==> config.mk <==
export PLATFORM = sky130hd
export DESIGN_NAME = freq_div_prog_flat
export DESIGN_NICKNAME = d
export VERILOG_FILES = /design/src/rtl/freq_div_pkg.sv /design/src/rtl/freq_div_prog_if.sv /design/src/rtl/div_counter.sv /design/src/rtl/freq_div_prog.sv /design/src/flat_wrapper.sv
export SDC_FILE = /design/constraint.sdc
export NUM_CORES = 1
export LEC_CHECK = 0
export ABC_CLOCK_PERIOD_IN_PS = 3000
export BUFFER_PORTS_ARGS = -buffer_cell sky130_fd_sc_hd__buf_2
export CORE_MARGIN = 3
export CORE_UTILIZATION = 59
export CTS_CLUSTER_SIZE = 20
export DETAILED_ROUTE_END_ITERATION = 8
export GPL_ROUTABILITY_DRIVEN = 0
export PLACE_DENSITY = 0.79
export SLEW_MARGIN = 20
export SYNTH_ARGS = -nofsm -noshare
export SYNTH_HDL_FRONTEND = slang
export SYNTH_SLANG_ARGS = --single-unit
==> constraint.sdc <==
create_clock -name clk -period 3 [get_ports clk]
set_input_delay 0.6 -clock clk [delete_from_list [all_inputs] [get_ports clk]]
set_output_delay 0.6 -clock clk [all_outputs]
set_load 0.005 [all_outputs]
==> src/rtl/freq_div_pkg.sv <==
// Shared constants and helpers for the programmable frequency divider.
package freq_div_pkg;

    localparam int DEF_WIDTH   = 8;
    localparam int DEF_RST_DIV = 10;

    // Length of the low phase for divisor n: floor(n/2).
    function automatic logic [15:0] half_div(input logic [15:0] n);
        return n >> 1;
    endfunction

endpackage

==> src/rtl/freq_div_prog_if.sv <==
// Control and status bundle of the programmable divider.
interface freq_div_prog_if import freq_div_pkg::*; #(
    parameter int WIDTH = DEF_WIDTH
) ();

    logic             en;
    logic             clr;
    logic             load;
    logic [WIDTH-1:0] div_in;
    logic             Q;
    logic             tick;
    logic             pending;
    logic             div_err;

    modport master (
        output en, clr, load, div_in,
        input  Q, tick, pending, div_err
    );

    modport slave (
        input  en, clr, load, div_in,
        output Q, tick, pending, div_err
    );

endinterface

==> src/rtl/div_counter.sv <==
// Period counter: counts 0..n_act-1 while enabled and flags the wrap edge.
module div_counter import freq_div_pkg::*; #(
    parameter int WIDTH = DEF_WIDTH
) (
    input  logic             clk,
    input  logic             rst,
    input  logic             en,
    input  logic             clr,
    input  logic [WIDTH-1:0] n_act,
    output logic [WIDTH-1:0] cnt,
    output logic             wrap
);

    localparam logic [WIDTH-1:0] ONE = WIDTH'(1);

    // Wrap happens on an enabled edge at the last count, unless clr overrides.
    assign wrap = en & ~clr & (cnt == (n_act - ONE));

    // Count register: clr restarts, wrap returns to zero, en=0 holds.
    always_ff @(posedge clk or posedge rst) begin
        if (rst) begin
            cnt <= '0;
        end else if (clr) begin
            cnt <= '0;
        end else if (en) begin
            cnt <= wrap ? '0 : cnt + ONE;
        end
    end

endmodule

==> src/rtl/freq_div_prog.sv <==
// Programmable clock divider with glitch-free registered Q/tick and
// divisor changes deferred to the period boundary.
module freq_div_prog import freq_div_pkg::*; #(
    parameter int WIDTH   = DEF_WIDTH,
    parameter int RST_DIV = DEF_RST_DIV
) (
    input  logic          clk,
    input  logic          rst,
    freq_div_prog_if.slave bus
);

    localparam logic [WIDTH-1:0] ONE   = WIDTH'(1);
    localparam logic [WIDTH-1:0] RST_N = WIDTH'(RST_DIV);

    logic [WIDTH-1:0] cnt;
    logic [WIDTH-1:0] n_act;
    logic [WIDTH-1:0] n_pend;
    logic [WIDTH-1:0] n_next;
    logic [WIDTH-1:0] half_act;
    logic             wrap;
    logic             restart;
    logic             load_ok;
    logic             pending_r;
    logic             div_err_r;
    logic             q_r;
    logic             tick_r;
    logic             q_next;

    div_counter #(.WIDTH(WIDTH)) u_cnt (
        .clk   (clk),
        .rst   (rst),
        .en    (bus.en),
        .clr   (bus.clr),
        .n_act (n_act),
        .cnt   (cnt),
        .wrap  (wrap)
    );

    assign load_ok  = bus.load & (bus.div_in != '0);
    assign restart  = bus.clr | wrap;
    // Divisor in force right after a wrap or clr: the pending one if any.
    assign n_next   = pending_r ? n_pend : n_act;
    assign half_act = WIDTH'(half_div(16'(n_act)));

    // Q follows the count it will sit beside after this edge.
    always_comb begin
        q_next = q_r;
        if (bus.clr) begin
            q_next = 1'b0;
        end else if (wrap) begin
            // Fresh period at cnt=0: only high when the new divisor is 1.
            q_next = (n_next == ONE);
        end else if (bus.en) begin
            q_next = ((cnt + ONE) >= half_act);
        end
    end

    // Divisor bookkeeping and registered outputs.
    always_ff @(posedge clk or posedge rst) begin
        if (rst) begin
            n_act     <= RST_N;
            n_pend    <= RST_N;
            pending_r <= 1'b0;
            div_err_r <= 1'b0;
            q_r       <= 1'b0;
            tick_r    <= 1'b0;
        end else begin
            q_r    <= q_next;
            tick_r <= wrap;
            if (restart && pending_r) begin
                n_act <= n_pend;
            end
            // A load in the same cycle as a restart queues for the next one.
            if (load_ok) begin
                n_pend    <= bus.div_in;
                pending_r <= 1'b1;
                div_err_r <= 1'b0;
            end else begin
                if (bus.load) begin
                    div_err_r <= 1'b1;
                end
                if (restart) begin
                    pending_r <= 1'b0;
                end
            end
        end
    end

    assign bus.Q       = q_r;
    assign bus.tick    = tick_r;
    assign bus.pending = pending_r;
    assign bus.div_err = div_err_r;

endmodule

==> src/flat_wrapper.sv <==
// flat-port wrapper written by rule: the top's interface ports become plain ports
module freq_div_prog_flat import freq_div_pkg::*;
#(
    parameter int WIDTH   = DEF_WIDTH,
    parameter int RST_DIV = DEF_RST_DIV
)
  (clk, rst, bus_en, bus_clr, bus_load, bus_div_in, bus_Q, bus_tick, bus_pending, bus_div_err);
  freq_div_prog_if #(.WIDTH(WIDTH)) bus_i ();
  input  logic clk;
  input  logic rst;
  input wire logic [$bits(bus_i.en)-1:0] bus_en;
  input wire logic [$bits(bus_i.clr)-1:0] bus_clr;
  input wire logic [$bits(bus_i.load)-1:0] bus_load;
  input wire logic [$bits(bus_i.div_in)-1:0] bus_div_in;
  output wire logic [$bits(bus_i.Q)-1:0] bus_Q;
  output wire logic [$bits(bus_i.tick)-1:0] bus_tick;
  output wire logic [$bits(bus_i.pending)-1:0] bus_pending;
  output wire logic [$bits(bus_i.div_err)-1:0] bus_div_err;
  assign bus_i.en = bus_en;
  assign bus_i.clr = bus_clr;
  assign bus_i.load = bus_load;
  assign bus_i.div_in = bus_div_in;
  assign bus_Q = bus_i.Q;
  assign bus_tick = bus_i.tick;
  assign bus_pending = bus_i.pending;
  assign bus_div_err = bus_i.div_err;
  freq_div_prog #(.WIDTH(WIDTH), .RST_DIV(RST_DIV)) u_core (.clk(clk), .rst(rst), .bus(bus_i));
endmodule
==> impl_metrics.env <==
export IMPL_synth_ff_type="dfrtp_1"
export IMPL_die_h_um=61.3
export IMPL_cp_start_kind="register"
export IMPL_fin_setup_tns_ps=0
export IMPL_drtIter0Drc=92
export IMPL_p_sw_frac=0.290
export IMPL_cp_end_kind="register"
export IMPL_finalHoldViolCount=0
export IMPL_cts_setup_buffers=0
export IMPL_synth_xor_area_frac=0.0631
export IMPL_cts_sinks=28
export IMPL_fin_worst_skew_ps=2.28
export IMPL_yosys_area_top_type_share=0.333
export IMPL_dr_pass1_iters=4
export IMPL_critPathKind="reg2reg"
export IMPL_syn_area_um2=1800
export IMPL_avgViaCountPerCell=6.03
export IMPL_p_switching_uw=271
export IMPL_synth_top_area_cell="dfrtp_1"
export IMPL_pwr_share_clk=0.263
export IMPL_syn_area_per_cell_um2=9.25
export IMPL_post_place_ws_ps=388
export IMPL_nNetsFinal=229
export IMPL_diodes=0
export IMPL_grt_pass1_wl_um=6450
export IMPL_drive_above_1_share=0.189
export IMPL_ys_ff_latch=28
export IMPL_setup_violations_final=0
export IMPL_pin_count=17
export IMPL_num_vias=1428
export IMPL_crit_family="compound AO/OA/AOI/OAI gates"
export IMPL_hp_class="in2async"
export IMPL_synthSimpleGateAreaFrac=0.248
export IMPL_ys_types=43
export IMPL_io_buffers=16
export IMPL_status="finished, final reports clean"
export IMPL_p_comb_frac=0.229
export IMPL_core_area_um2=2830
export IMPL_placed_cells=233
export IMPL_tritoncts="built"
export IMPL_postCtsHoldBufs=0
export IMPL_die_area_um2=3760
export IMPL_grt_pass1_vias=1392
export IMPL_area_growth_syn_to_layout_pct=7.63
export IMPL_synth_top_family_by_area="simple AND/OR/NAND/NOR gates"
export IMPL_cp_required_ps=3230
export IMPL_synthTopCellsByArea="dfrtp_1, mux2_4, ha_1"
export IMPL_maxSlewHeadroom=0.572
export IMPL_synth_compound_area_share=0.111
export IMPL_crit_fanout=14
export IMPL_cts_root_buf="clkbuf_4"
export IMPL_cp_data_arrival_time_ps=2880
export IMPL_ys_async_sr_fraction=1.00
export IMPL_period_minus_slack_ps=2650
export IMPL_wl_per_cell_um=16.6
export IMPL_setup_slack_ps=349
export IMPL_netlist_top_cells_count="nand2_1, dfrtp_1, inv_1, nand2b_1, nand3_1"
export IMPL_clk_latency_ps=330
export IMPL_grt_start_max_net_pins=29
export IMPL_fmax_mhz=377
export IMPL_ir_drop_v=0.000390
export IMPL_power_frac_seq=0.508
export IMPL_final_util=0.686
export IMPL_cpPeakStageDelay_ps=530
export IMPL_numCtsBuffers=3
export IMPL_rrSetupSlack_ps=350
export IMPL_overflow=0
export IMPL_critPathBufInv=1
export IMPL_synth_nets=217
export IMPL_post_route_period_util=0.884
export IMPL_die_w_um=61.3
export IMPL_seq_area_frac_synth=0.391
export IMPL_r2r_cells=7
export IMPL_power_internal_uw=662
export IMPL_r2r_start="u_core.n_act[0]"
export IMPL_htreeDepth=1
export IMPL_max_cap_violations=0
export IMPL_drc_errors=0
export IMPL_clk_pin_slew_ps=150
export IMPL_antenna_left=0
export IMPL_cts_buffer_depth=2
export IMPL_p_leak_uw=0.000939
export IMPL_ctsResizeCount=0
export IMPL_crit_path_cell_trace="nor3_2 > mux2i_1 > a22o_1 > o211ai_2 > inv_2 > o21ai_4 > mux2_4"
export IMPL_netlist_instances=195
export IMPL_fin_cells=237
export IMPL_yosysWarnings=0
export IMPL_power_density_nw_per_um2=481
export IMPL_yosysMostFrequentCell="nand2_1"
export IMPL_rr_endpoint="u_core.n_act[2]"
export IMPL_synthMuxAreaShare=0.0721
export IMPL_initial_core_util=0.638
export IMPL_worst_pin_slew_ps=637
export IMPL_rsz0062_at_grt="false"
export IMPL_slew_violations=0
export IMPL_cpMaxStageDelayCell="o211ai_2"
export IMPL_globalRouteTotalUtil=0.238
export IMPL_wl_um=3930
export IMPL_synth_edf_count=0
export IMPL_synthAdderAreaFrac=0.0624
export IMPL_dp_hpwl_um=2960
export IMPL_rows=19
export IMPL_antenna_found_initial=0
cells in the final DEF, fill, tap and decap left out, drive strengths merged, types with 2 or more instances in the layout:
cell	instances
a21oi	7
a31oi	5
buf	17
clkbuf	3
dfrtp	24
dfstp	4
ha	9
inv	14
mux2	8
nand2	29
nand2b	13
nand3	11
nand3b	3
nand4b	2
nor2	8
nor3	2
nor4	4
o211ai	2
o21ai	6
or3	4
or4	2
xnor2	6
xor2	7
logic make-up (layout without fill, tap and decap cells):
group,after synthesis,count (layout)
compound gates,28,28
xor+xnor,13,13
fa+ha+maj,9,9
buf+inv,24,35
flops,28,28
mux,9,9
simple gates,84,84
power groups by stage:
stage | Combinational [µW] | Sequential, µW | Clock (µW)
floorplan | 176 | 456 | 0
global route | 239 | 480 | 267
finish | 214 | 474 | 246
CTS | 215 | 472 | 253
global placement | 203 | 475 | 0
detailed placement | 212 | 480 | 0
registers in the layout, summed over array words and instances, names as in the netlist:
register / flops
u_core.n_act: 8
u_core.n_pend: 8
u_core.bus.Q: 1
u_core.u_cnt.cnt: 8
u_core.bus.div_err: 1
u_core.bus.pending: 1
u_core.bus.tick: 1
worst max-delay path by stage:
stage | cells past startpoint | from | end
6_report | 7 | u_core.n_act[0] | u_core.n_act[2]
4_1_cts | 9 | u_core.n_act[0] | u_core.n_act[2]
2_1_floorplan | 7 | u_core.n_act[4] | u_core.n_act[0]
3_3_place_gp | 7 | u_core.n_act[0] | u_core.n_act[0]
3_5_place_dp | 7 | u_core.n_act[0] | u_core.n_act[2]
5_1_grt | 7 | u_core.n_act[0] | u_core.n_act[2]
worst register-to-register path, cell delays in order, from the launching register on:
cell and delay [ps]:
dfrtp_1 460, nor3_2 350, mux2i_1 120, a22o_1 220
o211ai_2 530, inv_2 140, o21ai_4 380, mux2_4 340
through the flow:
step	hold WS (ps)	cell area (µm²)	power, µW
floorplan	443	1800	631
global placement	457	1890	679
detailed placement	458	1890	692
CTS	299	1940	940
global route	322	1940	987
finish	300	1940	933
final cells by class:
class / instances / area [µm²]
clock buffers: 3 / 22.5
clock inverters: 1 / 30.0
fillers: 232 / 887
inverters: 14 / 52.6
multi-input cells: 143 / 1000
flip-flops and latches: 28 / 706
well taps: 31 / 38.8
repair buffers: 17 / 87.6
layer usage:
layer | up-vias | global-route usage | routed length, µm
met5 | - | 0 | 0
met4 | 0 | 0.0960 | 87
met3 | 10 | 0.0356 | 205
met2 | 41 | 0.360 | 1790
met1 | 684 | 0.341 | 1850
li1 | 693 | - | -
Note: power is estimated with default switching activity, not from simulation.
